$ cat config.mk
export PLATFORM = sky130hd
export DESIGN_NAME = control_sequencer
export DESIGN_NICKNAME = d
export VERILOG_FILES = /design/src/rtl/cpu_pkg.sv /design/src/rtl/step_counter.sv /design/src/rtl/control_sequencer.sv
export SDC_FILE = /design/constraint.sdc
export NUM_CORES = 1
export LEC_CHECK = 0
export ABC_AREA = 1
export BUFFER_PORTS_ARGS = -buffer_cell sky130_fd_sc_hd__buf_4
export CAP_MARGIN = 30
export CELL_PAD_IN_SITES_DETAIL_PLACEMENT = 1
export CELL_PAD_IN_SITES_GLOBAL_PLACEMENT = 1
export CORE_ASPECT_RATIO = 0.75
export CORE_MARGIN = 2
export CORE_UTILIZATION = 28
export CTS_CLUSTER_DIAMETER = 40
export DETAILED_ROUTE_END_ITERATION = 10
export PLACE_DENSITY_LB_ADDON = 0.1
export SETUP_SLACK_MARGIN = 0.1
export SYNTH_ARGS = -nofsm -noshare
export SYNTH_HDL_FRONTEND = slang
export SYNTH_SLANG_ARGS = --single-unit
$ cat constraint.sdc
create_clock -name i_CLOCK -period 2.2 [get_ports i_CLOCK]
set_clock_uncertainty 0.1 [all_clocks]
set_input_delay 0.44 -clock i_CLOCK [delete_from_list [all_inputs] [get_ports i_CLOCK]]
set_output_delay 0.44 -clock i_CLOCK [all_outputs]
set_load 0.01 [all_outputs]
$ cat src/rtl/cpu_pkg.sv
// Shared definitions for the accumulator CPU control path: opcodes, T-state
// encodings and the active-high control-word layout.
package cpu_pkg;

    localparam int unsigned OPCODE_WIDTH = 4;
    localparam int unsigned STEP_WIDTH   = 3;

    localparam logic [3:0] OP_NOP = 4'h0;
    localparam logic [3:0] OP_LDA = 4'h1;
    localparam logic [3:0] OP_ADD = 4'h2;
    localparam logic [3:0] OP_SUB = 4'h3;
    localparam logic [3:0] OP_STA = 4'h4;
    localparam logic [3:0] OP_LDI = 4'h5;
    localparam logic [3:0] OP_JMP = 4'h6;
    localparam logic [3:0] OP_JC  = 4'h7;
    localparam logic [3:0] OP_JZ  = 4'h8;
    localparam logic [3:0] OP_OUT = 4'hE;
    localparam logic [3:0] OP_HLT = 4'hF;

    localparam logic [2:0] T0 = 3'd0;
    localparam logic [2:0] T1 = 3'd1;
    localparam logic [2:0] T2 = 3'd2;
    localparam logic [2:0] T3 = 3'd3;
    localparam logic [2:0] T4 = 3'd4;

    // Control word in active-high form; polarity is applied at the top-level ports.
    typedef struct packed {
        logic co;
        logic ce;
        logic j;
        logic mi;
        logic ro;
        logic ri;
        logic ii;
        logic io;
        logic ai;
        logic ao;
        logic bi;
        logic eo;
        logic su;
        logic fi;
        logic oi;
    } ctrl_t;

    localparam ctrl_t CTRL_IDLE = '0;

    // Final T-state of each instruction; everything not listed is a 3-cycle op.
    function automatic logic [2:0] last_step(input logic [3:0] op);
        logic [2:0] s;
        case (op)
            OP_LDA, OP_STA: s = T3;
            OP_ADD, OP_SUB: s = T4;
            default:        s = T2;
        endcase
        return s;
    endfunction

endpackage

$ cat src/rtl/step_counter.sv
// T-state counter: advances each cycle, returns to T0 on END or from any
// unreachable encoding, and freezes while HOLD is asserted.
module step_counter
    import cpu_pkg::*;
(
    input  logic                  i_CLOCK,
    input  logic                  i_CLEAR,
    input  logic                  i_END,
    input  logic                  i_HOLD,
    output logic [STEP_WIDTH-1:0] o_STEP
);

    logic [STEP_WIDTH-1:0] step_q;
    logic [STEP_WIDTH-1:0] step_d;

    always_comb begin
        step_d = step_q;
        if (i_HOLD) begin
            step_d = step_q;
        end else if (i_END || (step_q > T4)) begin
            step_d = T0;
        end else begin
            step_d = step_q + STEP_WIDTH'(1);
        end
    end

    always_ff @(posedge i_CLOCK) begin
        if (i_CLEAR) begin
            step_q <= T0;
        end else begin
            step_q <= step_d;
        end
    end

    assign o_STEP = step_q;

endmodule

$ cat src/rtl/control_sequencer.sv
// Microcoded control unit: halt latch plus decode of (step, opcode, flags)
// into the CPU's bus and register control lines.
module control_sequencer #(
    parameter int unsigned DATA_WIDTH   = 8,
    parameter int unsigned OPCODE_WIDTH = cpu_pkg::OPCODE_WIDTH
) (
    input  logic                  i_CLOCK,
    input  logic                  i_CLEAR,
    input  logic [DATA_WIDTH-1:0] i_INSTRUCTION,
    input  logic                  i_ZERO_FLAG,
    input  logic                  i_CARRY_FLAG,
    output logic                  o_CO_n,
    output logic                  o_CE,
    output logic                  o_J_n,
    output logic                  o_MI_n,
    output logic                  o_RO_n,
    output logic                  o_RI_n,
    output logic                  o_II_n,
    output logic                  o_IO_n,
    output logic                  o_AI_n,
    output logic                  o_AO_n,
    output logic                  o_BI_n,
    output logic                  o_EO_n,
    output logic                  o_SU,
    output logic                  o_FI_n,
    output logic                  o_OI_n,
    output logic                  o_HALT,
    output logic [2:0]            o_STEP
);

    import cpu_pkg::*;

    logic [OPCODE_WIDTH-1:0] opcode_c;
    logic [STEP_WIDTH-1:0]   step_q;
    logic                    halt_q;
    logic                    halt_d;
    logic                    end_c;
    ctrl_t                   ucode_c;
    ctrl_t                   ctrl_c;
    logic                    unused_operand_c;

    assign opcode_c         = i_INSTRUCTION[DATA_WIDTH-1 -: OPCODE_WIDTH];
    assign unused_operand_c = ^i_INSTRUCTION[DATA_WIDTH-OPCODE_WIDTH-1:0];

    step_counter u_step_counter (
        .i_CLOCK (i_CLOCK),
        .i_CLEAR (i_CLEAR),
        .i_END   (end_c),
        .i_HOLD  (halt_q),
        .o_STEP  (step_q)
    );

    // Microcode table; the opcode is only consulted from T2 onward.
    always_comb begin
        ucode_c = CTRL_IDLE;
        halt_d  = halt_q;
        end_c   = 1'b0;
        case (step_q)
            T0: begin
                ucode_c.co = 1'b1;
                ucode_c.mi = 1'b1;
            end
            T1: begin
                ucode_c.ro = 1'b1;
                ucode_c.ii = 1'b1;
                ucode_c.ce = 1'b1;
            end
            T2: begin
                end_c = (last_step(opcode_c) == T2);
                case (opcode_c)
                    OP_LDA, OP_ADD, OP_SUB, OP_STA: begin
                        ucode_c.io = 1'b1;
                        ucode_c.mi = 1'b1;
                    end
                    OP_LDI: begin
                        ucode_c.io = 1'b1;
                        ucode_c.ai = 1'b1;
                    end
                    OP_JMP: begin
                        ucode_c.io = 1'b1;
                        ucode_c.j  = 1'b1;
                    end
                    OP_JC: begin
                        ucode_c.io = i_CARRY_FLAG;
                        ucode_c.j  = i_CARRY_FLAG;
                    end
                    OP_JZ: begin
                        ucode_c.io = i_ZERO_FLAG;
                        ucode_c.j  = i_ZERO_FLAG;
                    end
                    OP_OUT: begin
                        ucode_c.ao = 1'b1;
                        ucode_c.oi = 1'b1;
                    end
                    OP_HLT: begin
                        halt_d = 1'b1;
                    end
                    default: begin
                        ucode_c = CTRL_IDLE;
                    end
                endcase
            end
            T3: begin
                end_c = (last_step(opcode_c) == T3);
                case (opcode_c)
                    OP_LDA: begin
                        ucode_c.ro = 1'b1;
                        ucode_c.ai = 1'b1;
                    end
                    OP_ADD, OP_SUB: begin
                        ucode_c.ro = 1'b1;
                        ucode_c.bi = 1'b1;
                    end
                    OP_STA: begin
                        ucode_c.ao = 1'b1;
                        ucode_c.ri = 1'b1;
                    end
                    default: begin
                        ucode_c = CTRL_IDLE;
                    end
                endcase
            end
            T4: begin
                end_c = 1'b1;
                if ((opcode_c == OP_ADD) || (opcode_c == OP_SUB)) begin
                    ucode_c.eo = 1'b1;
                    ucode_c.ai = 1'b1;
                    ucode_c.fi = 1'b1;
                    ucode_c.su = (opcode_c == OP_SUB);
                end
            end
            default: begin
                ucode_c = CTRL_IDLE;
            end
        endcase
    end

    // Reset and halt both silence every control line.
    always_comb begin
        ctrl_c = ucode_c;
        if (i_CLEAR || halt_q) begin
            ctrl_c = CTRL_IDLE;
        end
    end

    always_ff @(posedge i_CLOCK) begin
        if (i_CLEAR) begin
            halt_q <= 1'b0;
        end else begin
            halt_q <= halt_d;
        end
    end

    assign o_CO_n = ~ctrl_c.co;
    assign o_CE   =  ctrl_c.ce;
    assign o_J_n  = ~ctrl_c.j;
    assign o_MI_n = ~ctrl_c.mi;
    assign o_RO_n = ~ctrl_c.ro;
    assign o_RI_n = ~ctrl_c.ri;
    assign o_II_n = ~ctrl_c.ii;
    assign o_IO_n = ~ctrl_c.io;
    assign o_AI_n = ~ctrl_c.ai;
    assign o_AO_n = ~ctrl_c.ao;
    assign o_BI_n = ~ctrl_c.bi;
    assign o_EO_n = ~ctrl_c.eo;
    assign o_SU   =  ctrl_c.su;
    assign o_FI_n = ~ctrl_c.fi;
    assign o_OI_n = ~ctrl_c.oi;
    assign o_HALT = halt_q & ~i_CLEAR;
    assign o_STEP = step_q;

endmodule
* Word-level counts from Yosys, hierarchy flattened
Cells that the tools add are included.
** Storage, ports and cells
- Flip-flop bits (word level) :: 4
- Bits in latches :: 0
- Bits in writable memories :: 0
- ROM bits :: 0
- Input bits :: 12
- Output and inout bits :: 19
- Logic and storage cells :: 73
- Memories kept :: 0
** Operators by class
- Add/subtract/negate cells :: 1
- $mul :: 0
- Divide/modulo/power cells :: 0
- $lt $le $gt $ge :: 1
- Eq/ne operators :: 16
- Shifts and indexed selects :: 0
- Mux-type cells :: 28
- Bitwise logic cells :: 15
- Reductions and logical operators :: 10
** Operators by type and width (count)
- 4-bit by 3-bit equality test with 1-bit output, second input constant :: 4
- 15-bit two-way mux :: 1
- 3-bit two-way mux :: 5
- 1-bit two-way mux :: 14
- 1-bit inverter :: 14
- 3-bit by 2-bit equality test with 1-bit output, second input constant :: 4
- 4-bit equality test, second input constant :: 3
- 1-bit one-hot mux with 3 select lines :: 4
- 4-bit by 2-bit equality test with 1-bit output, second input constant :: 2
- 3-bit one-hot mux with 2 select lines :: 1
- 6-bit OR reduction :: 1
- 4-bit by 1-bit equality test with 1-bit output, second input constant :: 1
- 1-bit one-hot mux with 2 select lines :: 2
- 2-bit one-hot mux with 2 select lines :: 1
- 2-bit OR reduction :: 2
- 4-bit OR reduction :: 1
- 3-bit by 1-bit adder with 3-bit output, second input constant :: 1
- 3-bit by 1-bit equality test with 1-bit output, second input constant :: 1
- 3-bit equality test, second input constant :: 1
- 3-bit greater-than comparator, second input constant :: 1
- 3-bit zero test :: 1
- 1-bit logical OR :: 3
- 3-bit OR reduction :: 1
- 2-bit AND reduction :: 1
- 1-bit AND :: 1

* Longest topological paths before layout
Gate-level depths: netlist of run 1.
- Depth after elaboration :: 8
- Mapped depth :: 8
- Mapped depth without buffers :: 8

* By module
A second synthesis of run 1 with hierarchy kept.
** Second synthesis, totals
- Cell total of the unflattened synthesis :: 100
- Area, all modules :: 555.5 um^2
** Modules (own cells, without submodules)
- control_sequencer :: times used 1, cells each 72, area each 379.1 um^2, seq. area each 20.0 um^2
- step_counter :: times used 1, cells each 28, area each 176.4 um^2, seq. area each 60.1 um^2

* Least setup slack after synthesis of run 1
Ideal clock, no wire load.
- Kind :: reg-to-output
- From :: register u_step_counter.step_q[1] (netlist: u_step_counter.o_STEP[1])
- To :: output o_AO_n
- Arrival time :: 1352 ps
- Data required time :: 1660 ps
- Path slack :: 308 ps
- Cell stages (with the launch flop) :: 8
- Buffers on the path :: 0
- Path through :: dfxtp_1 > ha_1 > ha_1 > inv_1 > nor2_1 > nand3_1 > nand2_1 > nand3_1
** Between the ends
- Word-level cells in the longest chain between the ends :: 4
- Elaborated cells on any way between the ends :: 5
- Those cells by class :: 2 x eq/ne; 2 x mux; 1 x bitwise
** Ends and longest elaborated chain
- start: declaration :: RTL line step_counter.sv:13 : logic [STEP_WIDTH-1:0] step_q;
- start signal: assignment :: RTL line step_counter.sv:31 : step_q <= step_d;
- 3-bit by 2-bit equality test with 1-bit output :: RTL line control_sequencer.sv:58 : case (step_q)
- 2-bit one-hot mux with 2 select lines * :: RTL line control_sequencer.sv:58
- 15-bit two-way mux * :: RTL line control_sequencer.sv:141 : if (i_CLEAR || halt_q) begin
- 1-bit inverter * :: RTL line control_sequencer.sv:163 : assign o_AO_n = ~ctrl_c.ao;
- end: declaration :: RTL line control_sequencer.sv:21 : output logic o_AO_n,
Every way passes the cells marked *; elsewhere a longest branch is shown, timed or not.

* Final worst setup path of run 1
- From :: register u_step_counter.step_q[0] (netlist: u_step_counter.o_STEP[0])
- To :: output o_MI_n
** Between the ends
- Word-level cells in the longest chain between the ends :: 4
- Elaborated cells on any way between the ends :: 5
- Those cells by class :: 1 x eq/ne; 2 x mux; 1 x bitwise; 1 x reduce/logical
** Ends and longest elaborated chain
- 3-bit by 2-bit equality test with 1-bit output or 3-bit zero test (tied branches) :: RTL line control_sequencer.sv:58
- 1-bit one-hot mux with 2 select lines * :: RTL line control_sequencer.sv:58
- 15-bit two-way mux * :: RTL line control_sequencer.sv:141
- 1-bit inverter * :: RTL line control_sequencer.sv:157 : assign o_MI_n = ~ctrl_c.mi;
- end: declaration :: RTL line control_sequencer.sv:15 : output logic o_MI_n,
Marked as above.

==> results of run 1 <==
routing by layer:
metal | up-vias | track usage (%)
met5 | - | 0
met4 | 0 | 7.69
met3 | 4 | 6.20
met2 | 24 | 27.5
met1 | 302 | 23.8
li1 | 345 | -
cells by family after synthesis:
| family | Yosys count |
|---|---|
| buf+inv | 13 |
| flops | 4 |
| simple gates | 56 |
| compound gates | 8 |
| fa+ha+maj | 5 |
synthesized netlist by cell type:
cell type	count
nor3_2	2
o21ai_1	2
ha_1	5
nor2_1	10
nand3_1	9
nor3_1	2
nand3_2	1
dfxtp_1	4
inv_1	7
nor2_2	5
a22oi_1	1
o221ai_1	1
o21ai_0	1
a21oi_1	2
inv_2	5
nor2_4	1
nand2_1	23
a31oi_1	1
nand2_2	2
buf_4	1
nand4_1	1
report_power, final:
part / internal, uW / leakage [uW] / switching, uW / total [uW]
Sequential: 99.1 / 0.0000340 / 30.6 / 130
Clock: 61.4 / 0.0000138 / 37.0 / 98.4
Combinational: 164 / 0.000339 / 192 / 356
Total: 324 / 0.000387 / 260 / 584
state kept, by name, indices dropped and copies added, names as in the netlist:
register,flops
u_step_counter.o_STEP,3
halt_q,1
worst max-delay path by stage:
stage               slack [ns]                             startpoint     end  cells past startpoint
floorplan                 0.31  u_step_counter.o_STEP[1]$_SDFFE_PP0N_  o_AO_n                      7
global placement          0.20  u_step_counter.o_STEP[1]$_SDFFE_PP0N_  o_AO_n                      8
detailed placement        0.18  u_step_counter.o_STEP[1]$_SDFFE_PP0N_  o_AO_n                      8
CTS                       0.11  u_step_counter.o_STEP[0]$_SDFFE_PP0N_  o_RO_n                      7
global route              0.10  u_step_counter.o_STEP[0]$_SDFFE_PP0N_  o_MI_n                      7
finish                    0.18  u_step_counter.o_STEP[0]$_SDFFE_PP0N_  o_MI_n                      7
metrics by stage:
step	hold WS (ns)	utilization, %	power (uW)
after detailed placement	0.389	43.5	441
after global placement	0.372	43.5	432
final	0.264	48.9	584
after CTS	0.261	45.9	560
after floorplan	0.356	-	292
after global routing	0.269	48.9	636
area by class of cell:
class / instances / share of cell area [%]
Clock buffer: 3 / 2.67
Inverter: 12 / 5.64
Multi-Input combinational cell: 69 / 50.4
Sequential cell: 4 / 10.4
Tap cell: 22 / 3.26
Timing Repair Buffer: 31 / 27.6
critical path, stage by stage (launching register included):
cell and delay (ns):
dfxtp_4 0.38, inv_1 0.07, ha_2 0.21, nand2_2 0.10, nor2_4 0.04, buf_4 0.14, a22oi_1 0.15, buf_4 0.15
repair_timing:
action	4_1_cts	5_1_grt
setup buffers	0	2
pin swaps	0	2
setup endpoints to repair	5	3
gates resized for setup	8	7
==> flow_metrics.py, run 1 <==
metrics = {
    "worst_setup_path": {
        "r2r_start": "u_step_counter.o_STEP[0]$_SDFFE_PP0N_",
        "r2r_slack_ns": 0.92,
        "required_ns": 1.66,
        "worstRegToRegCells": 6,
        "crit_type": "reg -> out",
        "worst_ep_arrival_time_ns": 1.48,
        "cp-start-kind": "register",
        "path_max_fanout": 6,
        "r2r_end": "u_step_counter.o_STEP[1]$_SDFFE_PP0N_",
        "endpoint_kind": "output port",
    },
    "route": {
        "viasPerCell": 4.79,
        "drtPass1Iterations": 4,
        "drc_errors": 0,
        "m1WireLength_um": 868,
        "wl_per_cell_um": 12.7,
        "drt-total-wl_um": 1790,
        "wl_met3_um": 142,
        "vias": 675,
        "drtIter0Drc": 12,
        "top_layer_used": "met4",
        "met2WireLength_um": 740,
        "ant_nets": 0,
    },
    "finish": {
        "seqCellArea_um2": 87.6,
        "nFillCells": 244,
        "syn_to_final_growth_pct": 64.4,
        "final_cell_mix": "buf_4, nand2_1, nor2_1, nand3_1, inv_1",
        "fin_area_um2": 843,
        "layout_commonest_cell": "buf_4",
        "final_nets": 138,
        "multi_input_area_um2": 425,
        "drive_gt1_share_pct": 48.7,
        "fin_cells": 141,
        "diodes": 0,
    },
    "floorplanning": {
        "initial_core_util_pct": 29.8,
        "die-area_um2": 2190,
        "io_pins": 31,
        "die_h_um": 41.1,
        "fp.coreArea_um2": 1720,
        "die_x_um": 53.4,
        "num_rows": 13,
    },
    "placement": {
        "dp_hpwl_um": 1420,
        "place_ws_ns": 0.184,
        "gpl.final_weighted_congestion": 0.840,
        "io_buffers": 26,
        "dpl_cell_area_um2": 751,
        "place_inst": 136,
    },
    "clock_network": {
        "numCtsBuffers": 3,
        "htreeDepth": 1,
        "clk_path_buf_depth": 2,
        "clkLatencyLatePin_ns": 0.25,
        "ctsHoldBuffers": 0,
        "clk_pin_slew_ns": 0.04,
        "cts_tree": "yes",
        "cts_root_buffer": "clkbuf_4",
        "cts_sinks": 4,
    },
    "timing": {
        "post-route-period-util_pct": 91.7,
        "finalSetupViolCount": 0,
        "hold_viol": 0,
        "rsz0062_at_grt": "false",
        "tightest_slew_ns": 0.319,
        "period_needed_ns": 2.02,
        "maxSlewHeadroom_pct": 78.7,
        "max_freq_mhz": 496,
        "setup_ws_ns": 0.183,
        "tns_ns": 0,
        "finalMaxSlewViolations": 0,
    },
    "yosys": {
        "synth_nets": 103,
        "seq_area_frac_synth_pct": 15.6,
        "muxShareOfSynthArea_pct": 0,
        "ys_seq_elements": 4,
        "synthSimpleGateAreaFrac_pct": 52.7,
        "syn-cell-area_um2": 513,
        "synth_xor_area_share_pct": 0,
        "yosysUniqueCellTypes": 21,
        "synth_top_family_by_area": "simple AND/OR/NAND/NOR gates",
        "yosys-top-cells-area": "nand2_1, dfxtp_1, ha_1, nand3_1, nor2_1",
        "synth_top_area_cell": "nand2_1",
        "synth_adder_area_share_pct": 12.2,
        "synth_compound_area_share_pct": 9.27,
        "synth.top_cell.area_share_pct": 16.8,
        "post_synth.cell_area_avg_um2": 5.97,
        "ys_warn_count": 0,
        "syn-instance-count": 86,
    },
    "global_routing": {
        "antenna_found_initial": 0,
        "grt_pass1_vias": 583,
        "grtUsageTotal_pct": 18.2,
        "grt_max_degree": 9,
        "grt_pass1_wl_um": 2680,
        "grt-ovfl-total": 0,
    },
    "pwr": {
        "p_per_area_nw_per_um2": 693,
        "ir_drop_mv": 0.443,
        "power_leakage_uw": 0.000387,
    },
    "min_path": {
        "hold_class": "in -> reg",
        "holdPathStages": 2,
        "hold_path_end": "halt_q$_SDFFE_PP0P_",
        "hp-start": "i_CLEAR",
    },
    "job": {
        "cap_violations": 0,
    },
    "status": {
        "outcome": "finished, final reports clean",
    },
}
(Power assumes the default switching activity.)
==> run 2, diff against run 1 <==
==> constraint.sdc (replaced) <==
create_clock -name i_CLOCK -period 2.2 [get_ports i_CLOCK]
set_clock_uncertainty 0.1 [all_clocks]
set_input_delay 0.44 -clock i_CLOCK [delete_from_list [all_inputs] [get_ports i_CLOCK]]
set_output_delay 0.44 -clock i_CLOCK [all_outputs]
set_load 0.1 [all_outputs]
==> flow_metrics.py, run 2 (synthesis results as in run 1) <==
metrics = {
    "status": {
        "outcome": "finished, final reports clean",
    },
    "clock_network": {
        "clk_pin_slew_ns": 0.04,
        "clkLatencyLatePin_ns": 0.24,
        "cts_tree": "yes",
        "cts_sinks": 4,
        "numCtsBuffers": 3,
        "clk_path_buf_depth": 2,
        "cts_root_buffer": "clkbuf_4",
        "htreeDepth": 1,
    },
    "finish": {
        "nFillCells": 221,
        "syn_to_final_growth_pct": 107,
        "finalCoreUtilization_pct": 61.7,
        "final_nets": 141,
        "final_cell_mix": "buf_4, nand2_1, nor2_1, nand3_1",
        "fin_area_um2": 1060,
        "fin_cells": 145,
        "layout_commonest_cell": "buf_4",
        "drive_gt1_share_pct": 63.4,
        "diodes": 0,
        "largest_reg_flops": 3,
    },
    "worst_setup_path": {
        "cp-start-kind": "register",
        "path_max_fanout": 3,
        "required_ns": 1.66,
        "max_stage_delay_ns": 0.38,
        "crit_type": "reg -> out",
        "cp.buffers_inverters": 2,
        "worst_ep_arrival_time_ns": 1.58,
        "crit_chain": "ha_4 -> ha_4 -> inv_4 -> nor2_4 -> nand3_4 -> nand2_2 -> nand3_2 -> buf_12",
        "slowest_stage": "dfxtp_4",
        "endpoint_kind": "output port",
        "path_delay_family": "simple AND/OR/NAND/NOR gates",
        "r2r_slack_ns": 0.86,
        "crit_top_cell": "ha_4",
    },
    "global_routing": {
        "grt_pass1_vias": 650,
        "grt-ovfl-total": 0,
        "grtUsageTotal_pct": 19.1,
        "grt_pass1_wl_um": 2820,
        "antenna_found_initial": 0,
        "grt_max_degree": 9,
    },
    "placement": {
        "gpl.final_weighted_congestion": 0.782,
        "dpl_cell_area_um2": 877,
        "io_buffers": 26,
        "place_inst": 138,
        "dp_hpwl_um": 1500,
    },
    "floorplanning": {
        "num_rows": 13,
        "initial_core_util_pct": 29.8,
        "die_h_um": 41.1,
        "io_pins": 31,
        "die_x_um": 53.4,
        "die-area_um2": 2190,
        "fp.coreArea_um2": 1720,
    },
    "route": {
        "drtIter0Drc": 5,
        "ant_nets": 0,
        "vias": 731,
        "drc_errors": 0,
        "drtPass1Iterations": 4,
        "wl_per_cell_um": 15.8,
        "viasPerCell": 5.04,
        "drt-total-wl_um": 2290,
    },
    "timing": {
        "tightest_slew_ns": 0.316,
        "post-route-period-util_pct": 96.3,
        "finalSetupViolCount": 0,
        "maxSlewHeadroom_pct": 78.9,
        "hold_viol": 0,
        "period_needed_ns": 2.12,
        "max_freq_mhz": 472,
        "rsz0062_at_grt": "true",
        "finalMaxSlewViolations": 0,
    },
    "pwr": {
        "total_power_uw": 1110,
        "p_per_area_nw_per_um2": 1040,
        "power_leakage_uw": 0.000457,
        "ir_drop_mv": 0.680,
    },
    "job": {
        "cap_violations": 0,
    },
    "min_path": {
        "hold_class": "in -> reg",
    },
}
-- run 2: changes by cell type in the layout (fill, tap and decap cells not counted), sizes merged --
cell | previous run | this run
buf | 31 | 34
clkbuf | 3 | 4
-- run 2: path summary, 6_finish.rpt --
| path | startpoint | to | cells past startpoint |
|---|---|---|---|
| max reg2reg | u_step_counter.o_STEP[2]$_SDFFE_PP0N_ | u_step_counter.o_STEP[0]$_SDFFE_PP0N_ | 7 |
| max | u_step_counter.o_STEP[0]$_SDFFE_PP0N_ | o_AO_n | 8 |
| min | i_CLEAR | halt_q$_SDFFE_PP0P_ | 2 |
| min reg2reg | halt_q$_SDFFE_PP0P_ | halt_q$_SDFFE_PP0P_ | 2 |
-- run 2: layout make-up --
class                           instances  area (um^2)  share of cell area, %
Multi-Input combinational cell         69          527                   49.5
Tap cell                               22         27.5                   2.59
Timing Repair Buffer                   34          332                   31.2
Inverter                               12         60.1                   5.65
Clock buffer                            4         26.3                   2.47
Sequential cell                         4         91.3                   8.59
-- run 2: report_power, final --
part	leakage, uW	internal [uW]	total, uW	switching, uW
combinational	0.000408	270	870	600
sequential	0.0000348	101	136	34.9
clock	0.0000150	68.3	102	33.8
-- run 2: layer usage --
metal  GRT usage [%]  up-vias  share of wire, %
met5               0        -                 0
met4               0        0                 0
met3            6.93        0               5.5
met2            34.3       22                49
met1            23.5      356                45
li1                -      353                 -
-- run 2: timing repair --
action	in CTS	in global routing
pin swaps	2	7
gates resized for setup	18	15
setup buffers	1	2
gates cloned	0	0
hold buffers	0	0
endpoints found under the setup margin	10	7
-- run 2: stage by stage --
| stage | setup slack, ns | setup TNS (ns) | hold WS [ns] |
|---|---|---|---|
| after global routing | 0.0182 | 0 | 0.285 |
| after detailed placement | 0.126 | 0 | 0.403 |
| after floorplan | -0.985 | -3.01 | 0.374 |
| final | 0.0815 | 0 | 0.295 |
| after CTS | 0.0650 | 0 | 0.289 |
| after global placement | 0.127 | 0 | 0.390 |
==> run 3, diff against run 2 <==
--- a/config.mk
+++ b/config.mk
@@ -5,17 +5,17 @@
 export SDC_FILE = /design/constraint.sdc
 export NUM_CORES = 1
 export LEC_CHECK = 0
-export ABC_AREA = 1
 export BUFFER_PORTS_ARGS = -buffer_cell sky130_fd_sc_hd__buf_4
 export CAP_MARGIN = 30
 export CELL_PAD_IN_SITES_DETAIL_PLACEMENT = 1
 export CELL_PAD_IN_SITES_GLOBAL_PLACEMENT = 1
 export CORE_ASPECT_RATIO = 0.75
 export CORE_MARGIN = 2
-export CORE_UTILIZATION = 28
+export CORE_UTILIZATION = 31
 export CTS_CLUSTER_DIAMETER = 40
 export DETAILED_ROUTE_END_ITERATION = 10
 export PLACE_DENSITY_LB_ADDON = 0.1
+export RECOVER_POWER = 25
 export SETUP_SLACK_MARGIN = 0.1
 export SYNTH_ARGS = -nofsm -noshare
 export SYNTH_HDL_FRONTEND = slang
==> flow_metrics.py, run 3 <==
metrics = {
    "timing": {
        "tightest_slew_ns": 0.361,
        "finalSetupViolCount": 7,
        "finalMaxSlewViolations": 0,
        "hold_viol": 0,
        "rsz0062_at_grt": "true",
        "maxSlewHeadroom_pct": 75.7,
        "tns_ns": -1.26,
        "max_freq_mhz": 408,
        "period_needed_ns": 2.45,
        "post-route-period-util_pct": 112,
        "setup_ws_ns": -0.253,
    },
    "finish": {
        "drive_gt1_share_pct": 63.6,
        "largest_reg_flops": 3,
        "diodes": 0,
        "final_cell_mix": "buf_4, buf_6, a21oi_1, nor2_1, buf_12",
        "layout_commonest_cell": "buf_4",
        "syn_to_final_growth_pct": 114,
        "final_nets": 150,
    },
    "pwr": {
        "power_leakage_uw": 0.000513,
        "total_power_uw": 1480,
        "combPwrFrac_pct": 80.6,
        "ir_drop_mv": 0.777,
        "p_per_area_nw_per_um2": 1160,
        "p_sw_share_pct": 60.3,
        "p_int_uw": 585,
        "net-switching-power_uw": 890,
        "seq_power_share_pct": 11.5,
        "pwr-share-clk_pct": 7.8,
    },
    "clock_network": {
        "htreeDepth": 1,
        "cts_tree": "yes",
        "cts_root_buffer": "clkbuf_4",
        "clkLatencyLatePin_ns": 0.27,
        "ctsHoldBuffers": 0,
        "numCtsBuffers": 3,
        "clk_path_buf_depth": 2,
        "clk_pin_slew_ns": 0.06,
        "cts_sinks": 4,
    },
    "global_routing": {
        "grt-ovfl-total": 0,
        "grt_pass1_vias": 904,
        "grt_max_degree": 13,
        "antenna_found_initial": 0,
        "grtUsageTotal_pct": 31.6,
        "grt_pass1_wl_um": 4850,
    },
    "min_path": {
        "hold_class": "in -> reg",
    },
    "worst_setup_path": {
        "cp-start-kind": "register",
        "crit_type": "reg -> out",
        "worst_ep_arrival_time_ns": 1.91,
        "path_max_fanout": 3,
        "endpoint_kind": "output port",
        "required_ns": 1.66,
    },
    "yosys": {
        "muxShareOfSynthArea_pct": 0,
        "synth_xor_area_share_pct": 1.47,
        "yosysMostFrequentCell": "a21oi_1",
        "synth_nets": 103,
        "yosysUniqueCellTypes": 35,
        "post_synth.cell_area_avg_um2": 6.93,
        "ys_async_sr_fraction_pct": 0,
        "synth.top_cell.area_share_pct": 13.4,
        "syn-cell-area_um2": 596,
        "synth_adder_area_share_pct": 10.5,
        "syn-instance-count": 86,
        "seq_area_frac_synth_pct": 13.4,
        "synth_edf_count": 0,
        "ys_warn_count": 0,
        "ys.flop_type": "dfxtp_1",
        "synth_common_cells": "a21oi_1, inv_1, nor2_1",
        "synth_top_area_cell": "dfxtp_1",
        "yosys-top-cells-area": "dfxtp_1, ha_1, a21oi_1, o21ai_0, inv_1",
        "synth_top_family_by_area": "simple AND/OR/NAND/NOR gates",
        "ys_seq_elements": 4,
        "synth_compound_area_share_pct": 25.2,
        "synthSimpleGateAreaFrac_pct": 37.0,
    },
    "route": {
        "viasPerCell": 6.26,
        "ant_nets": 0,
        "vias": 964,
        "drtIter0Drc": 35,
        "wl_per_cell_um": 24.6,
        "drt-total-wl_um": 3780,
        "drtPass1Iterations": 4,
        "drc_errors": 0,
    },
    "status": {
        "outcome": "finished, violations left",
        "violations": "negative setup slack",
    },
    "placement": {
        "dp_hpwl_um": 1970,
        "io_buffers": 26,
        "gpl.final_weighted_congestion": 0.833,
    },
    "floorplanning": {
        "fp.coreArea_um2": 1770,
        "num_rows": 13,
        "die_h_um": 42.0,
        "io_pins": 31,
        "die_x_um": 54.6,
        "die-area_um2": 2290,
        "initial_core_util_pct": 33.6,
    },
    "job": {
        "cap_violations": 0,
    },
}
==> run 3: cell count changes in the layout (fill, tap and decap cells not counted), sizes merged, moves of 2 or more <==
| cell | previous run | this run |
|---|---|---|
| nand2 | 25 | 5 |
| nor2b | 0 | 2 |
| nand2b | 0 | 2 |
| o21ai | 3 | 6 |
| buf | 34 | 50 |
| a21oi | 2 | 8 |
| nor2 | 16 | 7 |
| nand3 | 10 | 4 |
| nor3 | 4 | 6 |
| inv | 12 | 6 |
| nand4b | 0 | 2 |
| nor4 | 0 | 4 |
==> run 3: stage by stage <==
step / utilization, % / hold WS, ns / std cells / worst slack, ns / area [um^2]
floorplan: - / 0.518 / 86 / -1.03 / 726
global placement: 56.2 / 0.500 / 142 / -0.0705 / 997
detailed placement: 56.2 / 0.503 / 142 / -0.173 / 997
CTS: 66.9 / 0.444 / 151 / -0.179 / 1190
global route: 71.8 / 0.469 / 154 / -0.305 / 1270
finish: 71.8 / 0.463 / 154 / -0.253 / 1270
==> run 3: area by class of cell <==
cell class	instances	area (um^2)
clock buffer	4	26.3
fill	192	499
inverter	7	32.5
multi-input combinational	67	624
sequential	4	91.3
tap	22	27.5
timing repair buffer	50	472
==> run 3: path summary, 6_finish.rpt <==
kind / startpoint / end / slack, ns / depth (start not counted)
setup / recovery: u_step_counter.o_STEP[0]$_SDFFE_PP0N_ / o_AI_n / -0.25 / 8
hold / removal: i_CLEAR / u_step_counter.o_STEP[1]$_SDFFE_PP0N_ / 0.46 / 3
setup reg to reg: u_step_counter.o_STEP[0]$_SDFFE_PP0N_ / u_step_counter.o_STEP[1]$_SDFFE_PP0N_ / 0.13 / 9
hold reg to reg: u_step_counter.o_STEP[1]$_SDFFE_PP0N_ / u_step_counter.o_STEP[1]$_SDFFE_PP0N_ / 0.57 / 2
==> run 3: per-layer routing <==
layer / GRT usage, % / up-vias / share of wire, %
met4: 15.0 / 0 / 4.4
met3: 7.55 / 21 / 9.9
met5: 0 / - / 0
met1: 36.6 / 454 / 39
li1: - / 404 / -
met2: 52.6 / 85 / 47
==> run 3: power by group through the flow <==
stage          registers, uW  logic [uW]  clock network [uW]
2_1_floorplan            301         572                   0
3_3_place_gp             148         945                   0
5_1_grt                  173        1230                 121
6_report                 170        1190                 115
4_1_cts                  161        1060                 106
3_5_place_dp             151         968                   0
==> run 3: critical path: stages (launching register included) <==
cell and delay, ns:
dfxtp_4 0.37, ha_4 0.17, ha_4 0.17, buf_4 0.14, nor2b_4 0.12, a21oi_2 0.12
nor4_2 0.07, o211ai_1 0.22, buf_6 0.26
==> run 3: cell families after synthesis <==
group,count (synthesis)
AOI/OAI and AO/OA,24
adders and majority gates,5
and+or+nand+nor,37
DFF,4
xor gates and xnor gates,1
buffers and inverters,15
==> run 3: repair_timing <==
item                                    4_1_cts  5_1_grt
endpoints found under the setup margin       10       12
buffers inserted                              5        4
gates resized for setup                      27       16
pin swaps                                     6        4
